==> config.mk <==
export PLATFORM = sky130hd
export DESIGN_NAME = alu_issue
export DESIGN_NICKNAME = d
export VERILOG_FILES = /design/src/rtl/alu_pkg.sv /design/src/rtl/alu_rsp_fifo.sv /design/src/rtl/alu_issue.sv
export SDC_FILE = /design/constraint.sdc
export NUM_CORES = 1
export LEC_CHECK = 0
export ABC_CLOCK_PERIOD_IN_PS = 1900
export CAP_MARGIN = 20
export CELL_PAD_IN_SITES_DETAIL_PLACEMENT = 0
export CELL_PAD_IN_SITES_GLOBAL_PLACEMENT = 2
export CORE_ASPECT_RATIO = 0.7
export CORE_UTILIZATION = 29
export DETAILED_ROUTE_END_ITERATION = 10
export PLACE_DENSITY = 0.81
export RECOVER_POWER = 50
export SLEW_MARGIN = 20
export SYNTH_ARGS = -nofsm -noshare
export SYNTH_HDL_FRONTEND = slang
export SYNTH_HIERARCHICAL = 1
export SYNTH_SLANG_ARGS = --single-unit
==> constraint.sdc <==
create_clock -name clk -period 1.9 [get_ports clk]
set_clock_uncertainty 0.1 [all_clocks]
set_input_delay 0.285 -clock clk [delete_from_list [all_inputs] [get_ports clk]]
set_output_delay 0.285 -clock clk [all_outputs]
set_load 0.02 [all_outputs]
==> src/rtl/alu_pkg.sv <==
// alu_pkg: types and constants shared between the ALU and its issue logic.
//   op_type_t   - 3-bit ALU operation encoding (codes 6 and 7 are undefined)
//   ALU_LAT     - number of register stages between ALU inputs and its output
//   op_is_valid - true for the defined op codes
package alu_pkg;

   typedef enum logic [2:0] {
      OpNop = 3'd0,
      OpAdd = 3'd1,
      OpSub = 3'd2,
      OpAnd = 3'd3,
      OpOr  = 3'd4,
      OpSlt = 3'd5
   } op_type_t;

   localparam int unsigned ALU_LAT = 2;

   function automatic logic op_is_valid(logic [2:0] op);
      return op <= 3'd5;
   endfunction

endpackage

==> src/rtl/alu_rsp_fifo.sv <==
// alu_rsp_fifo: synchronous circular-buffer FIFO for tagged ALU responses.
// DEPTH need not be a power of two; pointers wrap explicitly at DEPTH-1.
// Ports:
//   clk, rst_n  - clock, synchronous active-low reset
//   push_i      - write data_i this cycle (caller guarantees not full)
//   data_i      - entry to write
//   pop_i       - consume head this cycle (ignored when empty)
//   count_o     - current occupancy
//   head_o      - oldest entry, zero when empty
module alu_rsp_fifo #(
   parameter int unsigned DW    = 36,
   parameter int unsigned DEPTH = 4,
   localparam int unsigned CntW = $clog2(DEPTH + 1)
) (
   input  logic            clk,
   input  logic            rst_n,
   input  logic            push_i,
   input  logic [DW-1:0]   data_i,
   input  logic            pop_i,
   output logic [CntW-1:0] count_o,
   output logic [DW-1:0]   head_o
);

   localparam int unsigned PtrW = (DEPTH > 1) ? $clog2(DEPTH) : 1;

   logic [DW-1:0]   mem_q [DEPTH];
   logic [PtrW-1:0] wr_ptr_q, wr_ptr_d;
   logic [PtrW-1:0] rd_ptr_q, rd_ptr_d;
   logic [CntW-1:0] count_q, count_d;
   logic            do_pop;

   assign do_pop  = pop_i && (count_q != '0);
   assign count_o = count_q;
   assign head_o  = (count_q != '0) ? mem_q[rd_ptr_q] : '0;

   always_comb begin
      wr_ptr_d = wr_ptr_q;
      rd_ptr_d = rd_ptr_q;
      count_d  = count_q;
      if (push_i) begin
         wr_ptr_d = (wr_ptr_q == PtrW'(DEPTH - 1)) ? '0 : wr_ptr_q + PtrW'(1);
      end
      if (do_pop) begin
         rd_ptr_d = (rd_ptr_q == PtrW'(DEPTH - 1)) ? '0 : rd_ptr_q + PtrW'(1);
      end
      case ({push_i, do_pop})
         2'b10:   count_d = count_q + CntW'(1);
         2'b01:   count_d = count_q - CntW'(1);
         default: count_d = count_q;
      endcase
   end

   always_ff @(posedge clk) begin
      if (!rst_n) begin
         wr_ptr_q <= '0;
         rd_ptr_q <= '0;
         count_q  <= '0;
      end else begin
         wr_ptr_q <= wr_ptr_d;
         rd_ptr_q <= rd_ptr_d;
         count_q  <= count_d;
      end
   end

   // Storage needs no reset: head_o is masked while empty.
   always_ff @(posedge clk) begin
      if (rst_n && push_i) begin
         mem_q[wr_ptr_q] <= data_i;
      end
   end

   // The issuer's credit check must make overflow impossible.
   always_ff @(posedge clk) begin
      if (rst_n && push_i) begin
         assert (count_q != CntW'(DEPTH));
      end
   end

endmodule

==> src/rtl/alu_issue.sv <==
// alu_issue: initiator side of the two-stage registered ALU interface.
// Accepts tagged requests, drives the ALU, tracks its fixed latency with a
// valid/tag shift pipeline, queues results in a credit-protected FIFO and
// returns them in request order.
// Ports:
//   clk, rst_n                    - clock, synchronous active-low reset
//   req_valid/req_ready           - request handshake
//   req_op/req_a/req_b/req_tag    - request payload
//   alu_op/alu_a/alu_b            - to the ALU (NOP/0 when nothing issued)
//   alu_result                    - ALU output, ALU_LAT cycles after issue
//   rsp_valid/rsp_ready           - response handshake
//   rsp_data/rsp_tag              - response payload
//   rsp_err                       - only with ALU_ISSUE_ERR_EN: request op was 6/7
// Macro ALU_ISSUE_ERR_EN adds rsp_err and per-entry error storage.
module alu_issue
   import alu_pkg::*;
#(
   parameter int unsigned WIDTH = 32,
   parameter int unsigned TAG_W = 4,
   parameter int unsigned DEPTH = 4
) (
   input  logic             clk,
   input  logic             rst_n,
   input  logic             req_valid,
   output logic             req_ready,
   input  logic [2:0]       req_op,
   input  logic [WIDTH-1:0] req_a,
   input  logic [WIDTH-1:0] req_b,
   input  logic [TAG_W-1:0] req_tag,
   output op_type_t         alu_op,
   output logic [WIDTH-1:0] alu_a,
   output logic [WIDTH-1:0] alu_b,
   input  logic [WIDTH-1:0] alu_result,
   output logic             rsp_valid,
   input  logic             rsp_ready,
   output logic [WIDTH-1:0] rsp_data,
   output logic [TAG_W-1:0] rsp_tag
`ifdef ALU_ISSUE_ERR_EN
   ,
   output logic             rsp_err
`endif
);

   localparam int unsigned LastStg = ALU_LAT - 1;
   localparam int unsigned CntW    = $clog2(DEPTH + 1);
   localparam int unsigned OccW    = $clog2(DEPTH + ALU_LAT + 1);
`ifdef ALU_ISSUE_ERR_EN
   localparam int unsigned DW      = WIDTH + TAG_W + 1;
`else
   localparam int unsigned DW      = WIDTH + TAG_W;
`endif

   logic               accept;
   logic               op_ok;
   logic [ALU_LAT-1:0] v_q, v_d;
   logic [TAG_W-1:0]   t_q [ALU_LAT];
   logic [TAG_W-1:0]   t_d [ALU_LAT];
   logic [CntW-1:0]    fifo_count;
   logic [OccW-1:0]    occ;
   logic [DW-1:0]      push_data;
   logic [DW-1:0]      head;

   assign op_ok  = op_is_valid(req_op);
   assign accept = req_valid && req_ready;

   // Credit: everything in flight plus queued must fit in the FIFO. A pop in
   // the same cycle is deliberately not credited.
   always_comb begin
      occ = OccW'(fifo_count);
      for (int i = 0; i < ALU_LAT; i++) begin
         occ = occ + OccW'(v_q[i]);
      end
      req_ready = rst_n && (occ < OccW'(DEPTH));
   end

   always_comb begin
      alu_op = OpNop;
      alu_a  = '0;
      alu_b  = '0;
      if (accept) begin
         alu_op = op_ok ? op_type_t'(req_op) : OpNop;
         alu_a  = req_a;
         alu_b  = req_b;
      end
   end

   // Latency tracker: stage i holds the request issued i+1 edges ago.
   always_comb begin
      v_d    = v_q;
      t_d    = t_q;
      v_d[0] = accept;
      if (accept) begin
         t_d[0] = req_tag;
      end
      for (int i = 1; i < ALU_LAT; i++) begin
         v_d[i] = v_q[i-1];
         t_d[i] = t_q[i-1];
      end
   end

   always_ff @(posedge clk) begin
      if (!rst_n) begin
         v_q <= '0;
         t_q <= '{default: '0};
      end else begin
         v_q <= v_d;
         t_q <= t_d;
      end
   end

`ifdef ALU_ISSUE_ERR_EN
   logic [ALU_LAT-1:0] e_q, e_d;

   always_comb begin
      e_d    = e_q;
      e_d[0] = accept && !op_ok;
      for (int i = 1; i < ALU_LAT; i++) begin
         e_d[i] = e_q[i-1];
      end
   end

   always_ff @(posedge clk) begin
      if (!rst_n) begin
         e_q <= '0;
      end else begin
         e_q <= e_d;
      end
   end

   assign push_data = {e_q[LastStg], t_q[LastStg], alu_result};
   assign rsp_err   = head[DW-1];
`else
   assign push_data = {t_q[LastStg], alu_result};
`endif

   alu_rsp_fifo #(
      .DW    (DW),
      .DEPTH (DEPTH)
   ) u_fifo (
      .clk     (clk),
      .rst_n   (rst_n),
      .push_i  (v_q[LastStg]),
      .data_i  (push_data),
      .pop_i   (rsp_ready),
      .count_o (fifo_count),
      .head_o  (head)
   );

   assign rsp_valid = (fifo_count != '0);
   assign rsp_data  = head[WIDTH-1:0];
   assign rsp_tag   = head[WIDTH +: TAG_W];

endmodule

==> results.sh <==
export IMPL_die_area_sq_um=23900
export IMPL_ys_ff_latch=163
export IMPL_yosys_cell_types_count=31
export IMPL_hold_class="reg2reg"
export IMPL_coreArea_sq_um=22730
export IMPL_ys_warnings_count=6
export IMPL_synth_area_sq_um=6749
export IMPL_hold_path_depth=1
export IMPL_grt_start_max_net_pins=25
export IMPL_drt_initial_drc_count=213
export IMPL_r2r_cells=12
export IMPL_pre_cts_ws_ps=-667.8
export IMPL_root_buffer="clkbuf_16"
export IMPL_ant_nets=0
export IMPL_finish_utilization=0.4930
export IMPL_cts_buffers=17
export IMPL_hp_start="t_d[1]"
export IMPL_cp_top_family="compound AO/OA/AOI/OAI gates"
export IMPL_syn_to_final_growth_pct=66.07
export IMPL_hold_violations=0
export IMPL_min_period_ps=2518
export IMPL_total_power_mw=12.33
export IMPL_crit_required_ps=1510
export IMPL_nets=775
export IMPL_crit_type="reg2out"
export IMPL_synth_seq_area_share=0.6971
export IMPL_p_per_area_nw_per_um2=1100
export IMPL_synthArstFlopShare=0
export IMPL_antenna_cells=0
export IMPL_min_to="push_data[33]"
export IMPL_worst_pin_slew_ps=668.6
export IMPL_antenna_found_initial=0
export IMPL_slew_headroom=0.5542
export IMPL_fmax_mhz=397.1
export IMPL_synthMostInstantiatedCell="edfxtp_1"
export IMPL_io_buffers=211
export IMPL_ir_worst_vdd_uv=664.6
export IMPL_gp_congestion=0.7632
export IMPL_slowest_stage="dfxtp_4"
export IMPL_routed_wl_um=17690
export IMPL_synth_edf_count=144
export IMPL_syn_inst=381
export IMPL_synth_xor_area_frac=0.002595
export IMPL_critPathMaxStageDelay_ps=350
export IMPL_synth_simple_area_share=0.1188
export IMPL_rsz0062_at_grt="true"
export IMPL_syn_avg_cell_area_sq_um=17.71
export IMPL_vias_per_cell=4.415
export IMPL_clk_pin_slew_worst_paths_ps=70
export IMPL_synth_mux_area_frac=0.1294
export IMPL_post_dp_hpwl_um=10980
export IMPL_clock_latency_ps=410
export IMPL_synth_compound_area_frac=0.01372
export IMPL_critPathBufInv=3
export IMPL_fin_ws_ps=-618.2
export IMPL_fp_dieW_um=184.3
export IMPL_synthAdderAreaFrac=0.01594
export IMPL_status="complete, but fails checks"
export IMPL_grt_pass1_vias=4476
export IMPL_p_leak_nw=4.159
export IMPL_grt_ovfl_total=0
export IMPL_via_count=4349
export IMPL_dr_pass1_iters=4
export IMPL_path_common_cell="buf_6"
export IMPL_critPathArrivalTime_ps=2130
export IMPL_routedWlPerCell_um=17.96
export IMPL_rows=46
export IMPL_rr_endpoint="t_d[3]"
export IMPL_synth_largest_area_cell="edfxtp_1"
export IMPL_synth_top_family_by_area="multiplexers"
export IMPL_setup_viol=177
export IMPL_cts_tree="yes"
export IMPL_grtUsageTotal=0.1454
export IMPL_htreeDepth=4
export IMPL_fill_cells=1928
export IMPL_synth_nets=496
export IMPL_drive_gt1_frac=0.5305
export IMPL_cts_path_max_buffers=2
export IMPL_period_share=1.325
export IMPL_drc_errors=0
export IMPL_boundaryPins=212
export IMPL_initial_core_util=0.2969
export IMPL_maxCapViolCount=0
export IMPL_clock_sinks=163
export IMPL_synth_ff_type="edfxtp_1"
export IMPL_rr_startpoint="v_q[1]"
export IMPL_ys_top_cells_by_area="edfxtp_1 (64%), mux4_2 (12%), and2_1 (6.6%), dfxtp_1 (5.6%), nor2b_1 (3.6%)"
export IMPL_critical_path_endpoint_type="primary output"
export IMPL_startpoint_type="flop"
export IMPL_synth_top_cell_area_share=0.6407
export IMPL_slew_viol_final=0
export IMPL_path_cells="ha_4, a21o_1, a221oi_4, buf_6, buf_12, and3b_2, buf_6"
export IMPL_violations="setup timing"
export IMPL_critPathMaxFanout=8
export IMPL_yosys_top_cells_count="edfxtp_1 (144), and2_1 (71), nor2b_1 (39), mux4_2 (36), dfxtp_1 (19)"
export IMPL_chipHeight_um=129.6
export IMPL_r2r_slack_ps=-480
export IMPL_grt_pass1_wl_um=25800
-- cells in the final DEF (no fill, tap or decap), drive strengths merged, types with 4 or more instances in the layout --
master,instances
buf,169
edfxtp,144
clkdlybuf4s50,73
and2,71
nor2b,39
mux4,36
dlygate4sd3,33
clkbuf,21
dfxtp,19
inv,12
clkinv,8
ha,7
nand2,5
and3,5
mux2,4
-- metrics by stage --
step / hold slack, ps / std cells / TNS (ps) / instance area, sq um
2_1_floorplan: 283.9 / 381 / -5410 / 6887
3_3_place_gp: 346.5 / 912 / -54010 / 9639
3_5_place_dp: 345.9 / 912 / -54480 / 9639
4_1_cts: 360.8 / 969 / -59000 / 10700
5_1_grt: 374.2 / 985 / -80450 / 11210
6_report: 373.4 / 985 / -56960 / 11210
-- routing by layer --
metal  GRT usage  routed length [um]  vias to the layer above  part of all wire
met1      0.1966                7910                     2230              0.45
met4     0.02794                  25                        0            0.0014
met5           0                   0                        -                 0
met3     0.02811                 763                        4             0.043
li1            -                   -                     1994                 -
met2      0.2448                8990                      121              0.51
-- cell families (layout without fill, tap and decap cells) --
logic type               after synthesis  after routing
AND/OR/NAND/NOR                      129            129
buffers and inverters                 27            319
multiplexers                          41             41
adder cells (fa/ha/maj)                8              8
AO/OA/AOI/OAI                         11             11
XOR/XNOR                               2              2
flip-flops                           163            163
-- where the power goes --
part / switching [mW] / internal (mW) / total [mW] / leakage (nW)
registers: 0.0521 / 3.98 / 4.03 / 1.46
logic: 2.20 / 2.78 / 4.98 / 2.42
clock network: 1.47 / 1.84 / 3.31 / 0.276
-- registers in the layout, summed over array words and instances (netlist names), named ones only --
register         cells
push_data            4
t_d                  4
u_fifo/count_o       3
u_fifo/mem_q       144
u_fifo/rd_ptr_q      2
u_fifo/wr_ptr_q      2
v_q                  2
-- area by class of cell --
class / instances / area [sq um] / area share
clock buffer: 17 / 425.4 / 0.03796
clock inverter: 15 / 152.6 / 0.01362
inverter: 8 / 30.03 / 0.002679
multi-input combinational: 191 / 2297 / 0.2050
sequential: 163 / 4720 / 0.4211
tap: 312 / 390.4 / 0.03483
timing repair buffer: 279 / 3193 / 0.2849
-- worst max path at each step --
stage / startpoint / endpoint / slack [ps] / depth (start not counted)
after floorplan: v_q[1] / alu_a[0] / -120 / 5
after global placement: rst_n / alu_op[1] / -660 / 6
after detailed placement: rst_n / alu_op[1] / -670 / 6
after CTS: v_q[1] / alu_b[12] / -690 / 8
after global routing: v_q[1] / alu_a[15] / -730 / 7
final: v_q[1] / alu_op[1] / -620 / 7
-- what timing repair did --
item,4_1_cts,5_1_grt
setup endpoints to repair,107,112
hold buffers,0,0
gates resized for setup,622,118
pin swaps,4,21
buffers inserted,19,21
gates cloned,7,3
(Power assumes the default switching activity.)
==> RTL change (same settings) <==
Add a define of `ALU_ISSUE_ERR_EN`.
--- a/src/rtl/alu_issue.sv
+++ b/src/rtl/alu_issue.sv
@@ -12,6 +12,8 @@
 //   rsp_data/rsp_tag              - response payload
 //   rsp_err                       - only with ALU_ISSUE_ERR_EN: request op was 6/7
 // Macro ALU_ISSUE_ERR_EN adds rsp_err and per-entry error storage.
+`define ALU_ISSUE_ERR_EN
+
 module alu_issue
    import alu_pkg::*;
 #(
Behaviour (old outputs only; new: rsp_err): unchanged (Yosys induction, for registers that start in step).
==> RTL change against the unedited design <==
The flow still finishes with violations (setup timing). Final area grew 1.4%. Count of clock-buffer cells in the layout did not move. Via count increased by 3.5%. Routed wire length grew 6.1%. Synthesized area grew 3.8%. Power down 0.59%. Clock power increased by 4%. Utilization fell by 1.3 points. Fmax shrank 2.2%. Final cell count up 2.3%. Setup slack got worse by 0.055 ns. Sequential cell count rose by 6.
==> RTL change: results (changes against the unedited design) <==
GRT
  – First-pass GRT wire length: 27780 um (+7.7%)
  – Initial antenna violation count: 3 (+3)
  – Grt met3 use: 4.711% (+1.9 points)
  – Met2 Use GR: 27.28% (+2.8 points)
  – GRT Resource Usage Total: 15.22% (+0.68 points)
  – Largest net degree at the start of global routing: 31 (+24%)

Synth
  – Mux contribution to synthesized area: 13.05% (+0.11 points)
  – Syn Nets: 506 (+2.0%)
  – Area contributors post-synth: edfxtp_1 (63%), mux4_2 (9.6%), and2_1 (6.4%)
  – Synth Area in XOR/XNOR: 0.2500% (-0.0096 points)
  – EDFF count, synth: 148 (+2.8%)
  – Compound-Gate Fraction of Synth Area: 1.321% (-0.051 points)
  – Synth Area per Inst: 17.92 um^2 (+1.2%)

Detailed routing
  – Routed vias: 4502 (+3.5%)
  – WL met2: 10140 um (+13%)
  – M1 WL: 7037 um (-11%)
  – Routed wire per std cell: 18.62 um (+3.7%)
  – Drt first pass iters: 6 (+2)

CTS
  – Post-CTS sizing: 486 (-22%)
  – Setup repair bufs after CTS: 27 (+8)

Pwr
  – VDD IR max: 0.5904 mV (-11%)
  – Internal cell power: 0.008681 W (+0.90%)

Placement
  – Placed cell area: 10040 um^2 (+4.1%)
  – Routability Congestion: 0.8775 (+15%)
  – Inst Count DP: 942 (+3.3%)
  – Pre-CTS WS: -0.6598 ns (+0.008062 ns)

Final layout
  – Filler cell count: 1981 (+2.7%)
  – Number of flip-flops in the largest register: 148 (+2.8%)

Critical path
  – Worst Reg2Reg Path Length in Cells: 8 (-4)

Worst hold path
  – Hold_sp: e_q[0]

Timing
  – Hold WS: 0.3327 ns (-0.04071 ns)
  – Tightest Pin Transition: 0.7512 ns (+0.08257 ns)
  – Final setup fails: 258 (+46%)
  – Fin worst setup slack: -0.6736 ns (-0.05538 ns)

Status
  – Status: complete, but fails checks
  – Failing checks: setup timing
## RTL change: cell types whose count changed after synthesis, sizes merged
cell and delta:
mux4 +1, dfxtp +2, and2 +1, and2b +10
nor2b -9, edfxtp +4, and3 +1
## RTL change: power by group through the flow
stage	logic [W]	registers [W]	clock network, W
5_1_grt	0.00492	0.00419	0.00364
2_1_floorplan	0.00186	0.00425	0
3_3_place_gp	0.00362	0.00425	0
3_5_place_dp	0.00365	0.00426	0
4_1_cts	0.00413	0.00418	0.00350
6_report	0.00464	0.00418	0.00343
## RTL change: cell type report
| type | instances | area [um^2] | area share [%] |
|---|---|---|---|
| inverter | 8 | 30.03 | 0.2641 |
| timing repair buffer | 283 | 3139 | 27.61 |
| multi-input combinational | 195 | 2322 | 20.43 |
| clock inverter | 15 | 166.4 | 1.464 |
| sequential | 169 | 4880 | 42.92 |
| tap | 318 | 397.9 | 3.500 |
| clock buffer | 17 | 425.4 | 3.742 |
| antenna | 3 | 7.507 | 0.06604 |
